$ cat config.mk
export PLATFORM = sky130hd
export DESIGN_NAME = button_events
export DESIGN_NICKNAME = d
export VERILOG_FILES = /design/src/rtl/button_events.sv
export SDC_FILE = /design/constraint.sdc
export NUM_CORES = 1
export LEC_CHECK = 0
export ABC_AREA = 1
export BUFFER_PORTS_ARGS = -buffer_cell sky130_fd_sc_hd__clkbuf_2
export CORE_UTILIZATION = 50
export CTS_CLUSTER_SIZE = 25
export DETAILED_ROUTE_END_ITERATION = 8
export GPL_ROUTABILITY_DRIVEN = 0
export PLACE_DENSITY = 0.71
export SKIP_CTS_REPAIR_TIMING = 1
export SYNTH_ARGS = -nofsm -noshare
export SYNTH_HDL_FRONTEND = slang
export SYNTH_SLANG_ARGS = --single-unit
$ cat constraint.sdc
create_clock -name clk_100MHz_i -period 3.5 [get_ports clk_100MHz_i]
set_clock_uncertainty 0.2 [all_clocks]
set_input_delay 0.175 -clock clk_100MHz_i [delete_from_list [all_inputs] [get_ports clk_100MHz_i]]
set_output_delay 0.175 -clock clk_100MHz_i [all_outputs]
set_load 0.05 [all_outputs]
$ cat src/rtl/button_events.sv
// Turns debounced config/inc/dec levels into single-cycle event pulses:
// config short/long press, inc/dec step with auto-repeat, and inc+dec conflict lockout.
module button_events #(
    parameter int unsigned HOLD_CYCLES   = 50_000_000,
    parameter int unsigned REPEAT_CYCLES = 10_000_000
) (
    input  logic clk_100MHz_i,
    input  logic reset_i,
    input  logic btn_config_i,
    input  logic btn_inc_i,
    input  logic btn_dec_i,
    output logic config_short_o,
    output logic config_long_o,
    output logic inc_step_o,
    output logic dec_step_o,
    output logic lock_o
);

    localparam int unsigned CNT_W = $clog2(HOLD_CYCLES + 1);
    localparam logic [CNT_W-1:0] HOLD_N = CNT_W'(HOLD_CYCLES);
    localparam logic [CNT_W-1:0] REP_N  = CNT_W'(REPEAT_CYCLES);

    typedef enum logic [1:0] {CFG_IDLE, CFG_PRESS, CFG_LONG} cfg_state_t;
    typedef enum logic [1:0] {STP_IDLE, STP_FIRST, STP_REPEAT, STP_LOCK} stp_state_t;

    // Hold counters stop at HOLD_CYCLES instead of wrapping.
    function automatic logic [CNT_W-1:0] sat_inc(input logic [CNT_W-1:0] v);
        return (v == HOLD_N) ? v : v + CNT_W'(1);
    endfunction

    cfg_state_t       cfg_state_q, cfg_state_d;
    logic [CNT_W-1:0] cfg_cnt_q, cfg_cnt_d;
    logic             cfg_arm_q, cfg_arm_d;
    logic             short_q, short_d;
    logic             long_q, long_d;

    // Channel 0 is increment, channel 1 is decrement.
    stp_state_t       stp_state_q [2];
    stp_state_t       stp_state_d [2];
    logic [CNT_W-1:0] stp_cnt_q [2];
    logic [CNT_W-1:0] stp_cnt_d [2];
    logic [1:0]       stp_arm_q, stp_arm_d;
    logic [1:0]       step_q, step_d;
    logic             lock_q, lock_d;
    logic [1:0]       stp_btn;
    logic             stp_conflict;
    logic             stp_both_low;

    assign stp_btn      = {btn_dec_i, btn_inc_i};
    assign stp_conflict = btn_inc_i & btn_dec_i;
    assign stp_both_low = ~btn_inc_i & ~btn_dec_i;

    always_comb begin
        cfg_state_d = cfg_state_q;
        cfg_cnt_d   = cfg_cnt_q;
        cfg_arm_d   = cfg_arm_q | ~btn_config_i;
        short_d     = 1'b0;
        long_d      = 1'b0;
        case (cfg_state_q)
            CFG_IDLE: begin
                if (btn_config_i && cfg_arm_q) begin
                    cfg_state_d = CFG_PRESS;
                    cfg_cnt_d   = CNT_W'(1);
                end
            end
            CFG_PRESS: begin
                // Release wins over reaching the hold threshold in the same cycle.
                if (!btn_config_i) begin
                    cfg_state_d = CFG_IDLE;
                    cfg_cnt_d   = '0;
                    short_d     = 1'b1;
                end else begin
                    cfg_cnt_d = sat_inc(cfg_cnt_q);
                    if (sat_inc(cfg_cnt_q) == HOLD_N) begin
                        cfg_state_d = CFG_LONG;
                        long_d      = 1'b1;
                    end
                end
            end
            CFG_LONG: begin
                if (!btn_config_i) begin
                    cfg_state_d = CFG_IDLE;
                    cfg_cnt_d   = '0;
                end
            end
            default: begin
                cfg_state_d = CFG_IDLE;
                cfg_cnt_d   = '0;
            end
        endcase
    end

    always_comb begin
        for (int unsigned ch = 0; ch < 2; ch++) begin
            stp_state_d[ch] = stp_state_q[ch];
            stp_cnt_d[ch]   = stp_cnt_q[ch];
            stp_arm_d[ch]   = stp_arm_q[ch] | ~stp_btn[ch];
            step_d[ch]      = 1'b0;
            if (stp_conflict) begin
                stp_state_d[ch] = STP_LOCK;
                stp_cnt_d[ch]   = '0;
                stp_arm_d[ch]   = 1'b0;
            end else begin
                case (stp_state_q[ch])
                    STP_IDLE: begin
                        if (stp_btn[ch] && stp_arm_q[ch]) begin
                            stp_state_d[ch] = STP_FIRST;
                            stp_cnt_d[ch]   = '0;
                            step_d[ch]      = 1'b1;
                        end
                    end
                    STP_FIRST: begin
                        if (!stp_btn[ch]) begin
                            stp_state_d[ch] = STP_IDLE;
                            stp_cnt_d[ch]   = '0;
                        end else if (sat_inc(stp_cnt_q[ch]) == HOLD_N) begin
                            stp_state_d[ch] = STP_REPEAT;
                            stp_cnt_d[ch]   = '0;
                            step_d[ch]      = 1'b1;
                        end else begin
                            stp_cnt_d[ch] = sat_inc(stp_cnt_q[ch]);
                        end
                    end
                    STP_REPEAT: begin
                        if (!stp_btn[ch]) begin
                            stp_state_d[ch] = STP_IDLE;
                            stp_cnt_d[ch]   = '0;
                        end else if (sat_inc(stp_cnt_q[ch]) == REP_N) begin
                            stp_cnt_d[ch] = '0;
                            step_d[ch]    = 1'b1;
                        end else begin
                            stp_cnt_d[ch] = sat_inc(stp_cnt_q[ch]);
                        end
                    end
                    STP_LOCK: begin
                        if (stp_both_low) begin
                            stp_state_d[ch] = STP_IDLE;
                            stp_arm_d[ch]   = 1'b1;
                        end else begin
                            stp_arm_d[ch] = 1'b0;
                        end
                    end
                    default: begin
                        stp_state_d[ch] = STP_IDLE;
                        stp_cnt_d[ch]   = '0;
                    end
                endcase
            end
        end
        lock_d = (stp_state_d[0] == STP_LOCK);
    end

    always_ff @(posedge clk_100MHz_i or posedge reset_i) begin
        if (reset_i) begin
            cfg_state_q <= CFG_IDLE;
            cfg_cnt_q   <= '0;
            cfg_arm_q   <= 1'b0;
            short_q     <= 1'b0;
            long_q      <= 1'b0;
            for (int unsigned ch = 0; ch < 2; ch++) begin
                stp_state_q[ch] <= STP_IDLE;
                stp_cnt_q[ch]   <= '0;
            end
            stp_arm_q <= '0;
            step_q    <= '0;
            lock_q    <= 1'b0;
        end else begin
            cfg_state_q <= cfg_state_d;
            cfg_cnt_q   <= cfg_cnt_d;
            cfg_arm_q   <= cfg_arm_d;
            short_q     <= short_d;
            long_q      <= long_d;
            for (int unsigned ch = 0; ch < 2; ch++) begin
                stp_state_q[ch] <= stp_state_d[ch];
                stp_cnt_q[ch]   <= stp_cnt_d[ch];
            end
            stp_arm_q <= stp_arm_d;
            step_q    <= step_d;
            lock_q    <= lock_d;
        end
    end

    assign config_short_o = short_q;
    assign config_long_o  = long_q;
    assign inc_step_o     = step_q[0];
    assign dec_step_o     = step_q[1];
    assign lock_o         = lock_q;

endmodule

==> results of run 1 <==
kinds of logic (layout without fill, tap and decap cells):
logic type,count (synthesis),count (layout),synth area share
compound gates,100,100,0.0793
xor+xnor,41,41,0.0527
fa+ha+maj,17,17,0.0306
buf+inv,164,184,0.0926
flops,92,92,0.331
simple gates,666,666,0.414
metal layers:
layer	global-route usage	share of wire	vias to the layer above	routed length [um]
met5	0	0	-	0
met4	0.120	0.030	0	562
met3	0.0399	0.058	49	1070
met2	0.421	0.44	261	8260
met1	0.377	0.47	3203	8690
li1	-	-	3497	-
stage by stage:
stage	utilization	power [mW]	instances
after floorplan	-	1.94	1080
after global placement	0.539	2.18	1257
after detailed placement	0.539	2.19	1257
after CTS	0.563	3.26	1273
after global routing	0.565	3.43	1276
final	0.565	3.24	1276
cells in the mapped netlist (all sizes together):
cell | count | area [um^2]
nand2 | 322 | 1240
clkbuf | 14 | 52.6
a21oi | 14 | 70.1
nor2b | 1 | 6.26
o21ai | 58 | 290
xor2 | 36 | 323
or2 | 1 | 6.26
o32ai | 1 | 8.76
dfrtp | 92 | 2300
nor4b | 1 | 8.76
o211ai | 2 | 15.0
a211oi | 5 | 37.5
buf | 6 | 51.3
clkinv | 3 | 11.3
a21o | 2 | 15.0
nand3 | 109 | 551
nor3 | 16 | 85.1
nand3b | 9 | 67.6
o22ai | 15 | 93.8
o31ai | 1 | 7.51
ha | 17 | 213
inv | 141 | 529
a31oi | 1 | 6.26
xnor2 | 5 | 43.8
nor4 | 2 | 12.5
o21bai | 1 | 7.51
nor2 | 168 | 678
nand4 | 37 | 231
registers in the layout, summed over array words and instances (netlist names):
signal	cells
cfg_arm_q	1
cfg_cnt_q	26
cfg_state_q	2
config_long_o	1
config_short_o	1
lock_o	1
step_q	2
stp_arm_q	2
stp_cnt_q	52
stp_state_q	4
worst reg2reg max path, stage by stage (launching register included):
cell	delay [ns]
dfrtp_1	0.40
ha_1	0.30
nand3_2	0.18
nor2_2	0.17
nand3_1	0.13
nand2_1	0.08
nand2_1	0.07
inv_1	0.08
nand2_1	0.06
nor2_1	0.12
nand2_1	0.07
nor2_1	0.10
nand2_1	0.14
nand2_2	0.11
nand2_2	0.23
nand2_1	0.15
o21ai_0	0.08
final timing paths:
kind | start | end | cells past startpoint | slack [ns]
min in group asynchronous | reset_i | config_long_o | 3 | 0.31
max in group asynchronous | reset_i | cfg_cnt_q[6] | 4 | 2.07
worst max-delay path | stp_cnt_q[0] | stp_cnt_q[0] | 16 | 0.68
worst min register to register | cfg_arm_q | cfg_arm_q | 1 | 0.30
worst min-delay path | btn_dec_i | step_q[1] | 5 | 0.07
worst max register to register | stp_cnt_q[0] | stp_cnt_q[0] | 16 | 0.68
where the power goes:
part,leakage [nW],total [mW],internal (mW),switching [mW]
logic,1.91,0.998,0.250,0.748
clock network,0.157,1.06,0.628,0.436
registers,1.26,1.18,1.12,0.0579
total,3.33,3.24,2.00,1.24
cell usage in the layout (no fill, tap or decap), types with 5 or more instances in the layout:
| cell | n |
|---|---|
| dfrtp_1 | 92 |
| nand3_1 | 108 |
| buf_4 | 12 |
| xnor2_1 | 5 |
| inv_2 | 9 |
| nand3b_1 | 9 |
| nor2_1 | 153 |
| nand2_2 | 8 |
| xor2_1 | 35 |
| inv_1 | 131 |
| ha_1 | 17 |
| nand2_1 | 313 |
| a211oi_1 | 5 |
| o21ai_1 | 22 |
| nand4_1 | 37 |
| nor3_1 | 14 |
| o21ai_0 | 35 |
| clkbuf_16 | 9 |
| clkbuf_2 | 9 |
| a21oi_1 | 14 |
| nor2_2 | 13 |
| o22ai_1 | 15 |
layout make-up:
| cell class | count | area (um^2) | area share |
|---|---|---|---|
| clock buffer | 10 | 229 | 0.0302 |
| clock inverter | 6 | 87.6 | 0.0116 |
| inverter | 144 | 543 | 0.0717 |
| multi-input combinational | 824 | 4020 | 0.531 |
| sequential | 92 | 2300 | 0.304 |
| tap | 176 | 220 | 0.0291 |
| timing repair buffer | 24 | 165 | 0.0218 |
==> run_results.csv, run 1 <==
group,metric,value,unit
finish,drive_gt1_frac,0.0691,
detailed_routing,post_drt_wl_per_cell,14.6,um
cts,cts.path.max_buffers,2,
sta,min_period_over_period,0.804,
grt,grt_pass1_vias,6420,
floorplanning,io_pins,10,
finish,layout.nets,1117,
pwr,p_leak,3.33,nW
finish,n_antenna_cell,0,
worst_setup_path,cp_cell_sequence,"ha_1 > nand3_2 > nor2_2 > nand3_1 > nand2_1 > nand2_1 > inv_1 > nand2_1 > nor2_1 > nand2_1 > nor2_1 > nand2_1 > nand2_2 > nand2_2 > nand2_1 > o21ai_0",
worst_setup_path,cp_common_cell,"nand2_1",
logic_synthesis,synth_cells,1080,
worst_setup_path,cp_max_fo,16,
sta,worstMarginPinSlew,0.787,ns
cts,cts_made_buffers,9,
detailed_routing,antenna_left,0,
grt,overflow,0,
worst_setup_path,slowest_stage,"dfrtp_1",
floorplanning,start_util,0.519,
cts,cts_root_buf,"clkbuf_16",
logic_synthesis,synth_cell_types,39,
sta,relSlewSlack,0.475,
floorplanning,die_w,120,um
sta,layout_setup_ws,0.685,ns
logic_synthesis,synth_seq_area_share,0.331,
finish,finalInstanceArea,7570,um^2
cts,tritoncts,"done",
sta,fin_setup_tns,0,ns
pwr,pwr_density_cell,428,nW/um^2
detailed_routing,firstDrtPassIters,6,
detailed_routing,drt_iter0_drc,620,
sta,holdWs,0.0698,ns
floorplanning,coreArea,13400,um^2
worst_setup_path,worstSetupStartpointType,"flip-flop",
worst_setup_path,critPathTopFamily,"simple AND/OR/NAND/NOR gates",
cts,htreeDepth,3,
grt,antenna_found_initial,0,
worst_setup_path,end_kind,"flip-flop",
sta,min_period,2.82,ns
grt,grt_max_degree,64,
placement,place_area,7220,um^2
placement,pre_cts_ws,0.770,ns
detailed_routing,vias,7010,
floorplanning,dieArea,14400,um^2
worst_setup_path,critical_path_required,3.53,ns
finish,fillers,1367,
floorplanning,die_h,120,um
floorplanning,rows,42,
grt,grt_pass1_wl,31.2,mm
detailed_routing,drt-vias-per-instance,5.49,
pwr,peakVddDrop,0.000225,V
worst_setup_path,path_class,"reg -> reg",
cts,cts.sinks,92,
status,status,"complete, no violations",
sta,hold_viol_final,0,
worst_setup_path,slowest_delay,0.40,ns
cts,clk_pin_slew,0.07,ns
logic_synthesis,syn-num-nets,1102,
detailed_routing,wirelength,18.6,mm
logic_synthesis,yosys_warnings,0,
placement,io_buffers,9,
cts,clock_latency,0.35,ns
finish,area_delta_synth_final,8.75,%
logic_synthesis,ys_seq_elements,92,
sta,max_freq,355,MHz
flow_run,drv_cap,0,
logic_synthesis,netlist_area,6960,um^2
grt,grt_usage,0.273,
sta,rsz0062_at_grt,"no",
min_path,hp-class,"in -> reg",
placement,hpwl,13.8,mm
worst_setup_path,critPathArrivalTime,2.84,ns
worst_setup_path,cp_num_buf_inv,1,
logic_synthesis,postSynthAreaPerCell,6.44,um^2
detailed_routing,drc_errors,0,
sta,maxSlewViolCount,0,
sta,setup_violations,0,
Power figures use the tool's default switching activity.
==> inputs of run 2 (changes only) <==
- clock period: 3.5 -> 2.7 ns (I/O delays scaled with it)
==> run 2 against run 1 <==
  * Cell count grew 2.7%
  * Combinational power up 53%
  * Utilization is 4.1 points higher
  * Clock-buffer cell count did not move
  * Sequential cell count unchanged
  * Sequential power grew 31%
  * Global-route usage up 0.20 points
  * Critical endpoint is now stp_cnt_q[51]
==> run_results.csv, run 2 (synthesis results as in run 1) <==
group,metric,value,unit
floorplanning,io_pins,10,
finish,fillers,1270,
finish,n_antenna_cell,0,
sta,fin_setup_tns,0,ns
grt,busiest_layer,"met2",
cts,cts_made_buffers,9,
finish,reg_top3,"stp_cnt_q: 52 flops, cfg_cnt_q: 26 flops, stp_state_q: 4 flops",
worst_setup_path,critical_path_required,2.72,ns
pwr,p_int,2.66,mW
grt,overflow,0,
worst_setup_path,ff2ff_path_depth,16,
detailed_routing,drc_errors,0,
sta,max_freq,382,MHz
pwr,pwr-share-seq,0.353,
cts,cts_root_buf,"clkbuf_16",
sta,rsz0062_at_grt,"yes",
cts,htreeDepth,3,
sta,maxSlewViolCount,0,
detailed_routing,firstDrtPassIters,5,
cts,clock_latency,0.35,ns
floorplanning,coreArea,13400,um^2
cts,tritoncts,"done",
finish,drive_gt1_frac,0.152,
grt,antenna_found_initial,0,
grt,grt_pass1_vias,6636,
pwr,p_leak,3.49,nW
grt,grt_usage,0.275,
worst_setup_path,worstSetupStartpointType,"flip-flop",
detailed_routing,antenna_left,0,
worst_setup_path,cp_num_buf_inv,4,
finish,final_cells,1311,
worst_setup_path,critPathArrivalTime,2.64,ns
pwr,swShare,0.393,
floorplanning,die_h,120,um
placement,hpwl,13.7,mm
placement,io_buffers,9,
min_path,hp-class,"in -> reg",
finish,largest_reg_flops,52,
floorplanning,dieArea,14400,um^2
worst_setup_path,worst-path-stages,16,
floorplanning,rows,42,
grt,grt_max_degree,93,
finish,layout.nets,1153,
grt,grt_pass1_wl,31.5,mm
placement,dp.cells,1282,
detailed_routing,drt_iter0_drc,609,
worst_setup_path,cp_max_fo,6,
cts,cts.sinks,92,
pwr,pwr-share-clk,0.298,
floorplanning,start_util,0.519,
cts,cts.path.max_buffers,2,
sta,hold_viol_final,0,
min_path,whs_path_depth,5,
finish,ff_latch_area,2320,um^2
grt,globalRouteMet3Util,0.0580,
worst_setup_path,critPathTopFamily,"simple AND/OR/NAND/NOR gates",
detailed_routing,wirelength,19.0,mm
worst_setup_path,path_class,"reg -> reg",
sta,layout_setup_ws,0.0844,ns
cts,clk_pin_slew,0.07,ns
finish,utilization,0.606,
pwr,pwr-share-comb,0.349,
detailed_routing,post_drt_wl_per_cell,14.5,um
worst_setup_path,end_kind,"flip-flop",
grt,gr-usage-met1,0.377,
sta,relSlewSlack,0.608,
sta,setup_violations,0,
sta,worstMarginPinSlew,0.587,ns
pwr,p_sw,1.73,mW
flow_run,drv_cap,0,
finish,final_common_cell,"nand2_1",
detailed_routing,vias,7193,
placement,pre_cts_ws,0.0115,ns
worst_setup_path,cp_cell_sequence,"buf_4 > nand3_2 > inv_2 > nand2_2 > buf_4 > o21ai_1 > nand2_1 > nor2_2 > nand3_1 > nor2_1 > nand3_2 > nand2_4 > buf_4 > nand2_1 > nand2_1 > o21ai_0",
pwr,peakVddDrop,0.000450,V
finish,multi_input_area,4260,um^2
finish,area_delta_synth_final,16.6,%
floorplanning,die_w,120,um
worst_setup_path,slowest_delay,0.46,ns
sta,min_period_over_period,0.969,
pwr,pwr_density_cell,540,nW/um^2
grt,met2_usage,0.425,
finish,regMostFlops,"stp_cnt_q",
finish,final_cell_mix,"305 x nand2_1, 133 x nor2_1, 128 x inv_1, 102 x nand3_1, 75 x dfrtp_1",
detailed_routing,drt-vias-per-instance,5.49,
worst_setup_path,slowest_stage,"dfrtp_2",
status,status,"complete, no violations",
sta,min_period,2.62,ns
run 2: cell count changes in the layout (fill, tap and decap cells not counted), sizes merged:
cell      before  now
nand2        322  323
buf           12   47
clkinv         6    5
clkinvlp       0    2
inv          142  141
bufinv         2    1
run 2: per-layer routing:
metal / vias to the layer above / part of all wire
met1: 3343 / 0.46
met2: 236 / 0.46
met5: - / 0
met4: 0 / 0.024
met3: 41 / 0.062
li1: 3573 / -
run 2: tightest hold or removal path, delay by kind of cell:
family / cells / cell delay (ns)
buf+inv: 2 / 0.22
compound gates: 1 / 0.06
simple gates: 2 / 0.15
run 2: path summary, 6_finish.rpt:
check / startpoint / to / slack (ns)
max: stp_cnt_q[26] / stp_cnt_q[51] / 0.08
min: btn_dec_i / step_q[1] / 0.05
max reg2reg: stp_cnt_q[26] / stp_cnt_q[51] / 0.08
min reg2reg: cfg_arm_q / cfg_arm_q / 0.31
max in group asynchronous: reset_i / stp_cnt_q[44] / 1.63
min in group asynchronous: reset_i / stp_cnt_q[17] / 0.27
run 2: cell type report:
| cell class | count | area share |
|---|---|---|
| clock buffers | 10 | 0.0294 |
| flip-flops and latches | 92 | 0.286 |
| well taps | 176 | 0.0271 |
| multi-input cells | 825 | 0.525 |
| repair buffers | 59 | 0.0574 |
| inverters | 144 | 0.0671 |
| clock inverters | 5 | 0.00740 |
run 2: power groups by stage:
| stage | Clock [mW] | Sequential, mW | Combinational, mW |
|---|---|---|---|
| after floorplan | 0 | 1.59 | 0.929 |
| after global placement | 0 | 1.55 | 1.38 |
| after detailed placement | 0 | 1.56 | 1.39 |
| after CTS | 1.34 | 1.53 | 1.39 |
| after global routing | 1.39 | 1.56 | 1.67 |
| final | 1.31 | 1.55 | 1.53 |
run 2: per-stage QoR:
| stage | instance area (um^2) | power, mW | hold WS [ns] |
|---|---|---|---|
| after floorplan | 6960 | 2.52 | 0.00141 |
| after global placement | 7440 | 2.93 | 0.109 |
| after detailed placement | 7440 | 2.95 | 0.114 |
| after CTS | 7740 | 4.26 | -0.261 |
| after global routing | 8120 | 4.62 | 0.0932 |
| final | 8120 | 4.39 | 0.0505 |
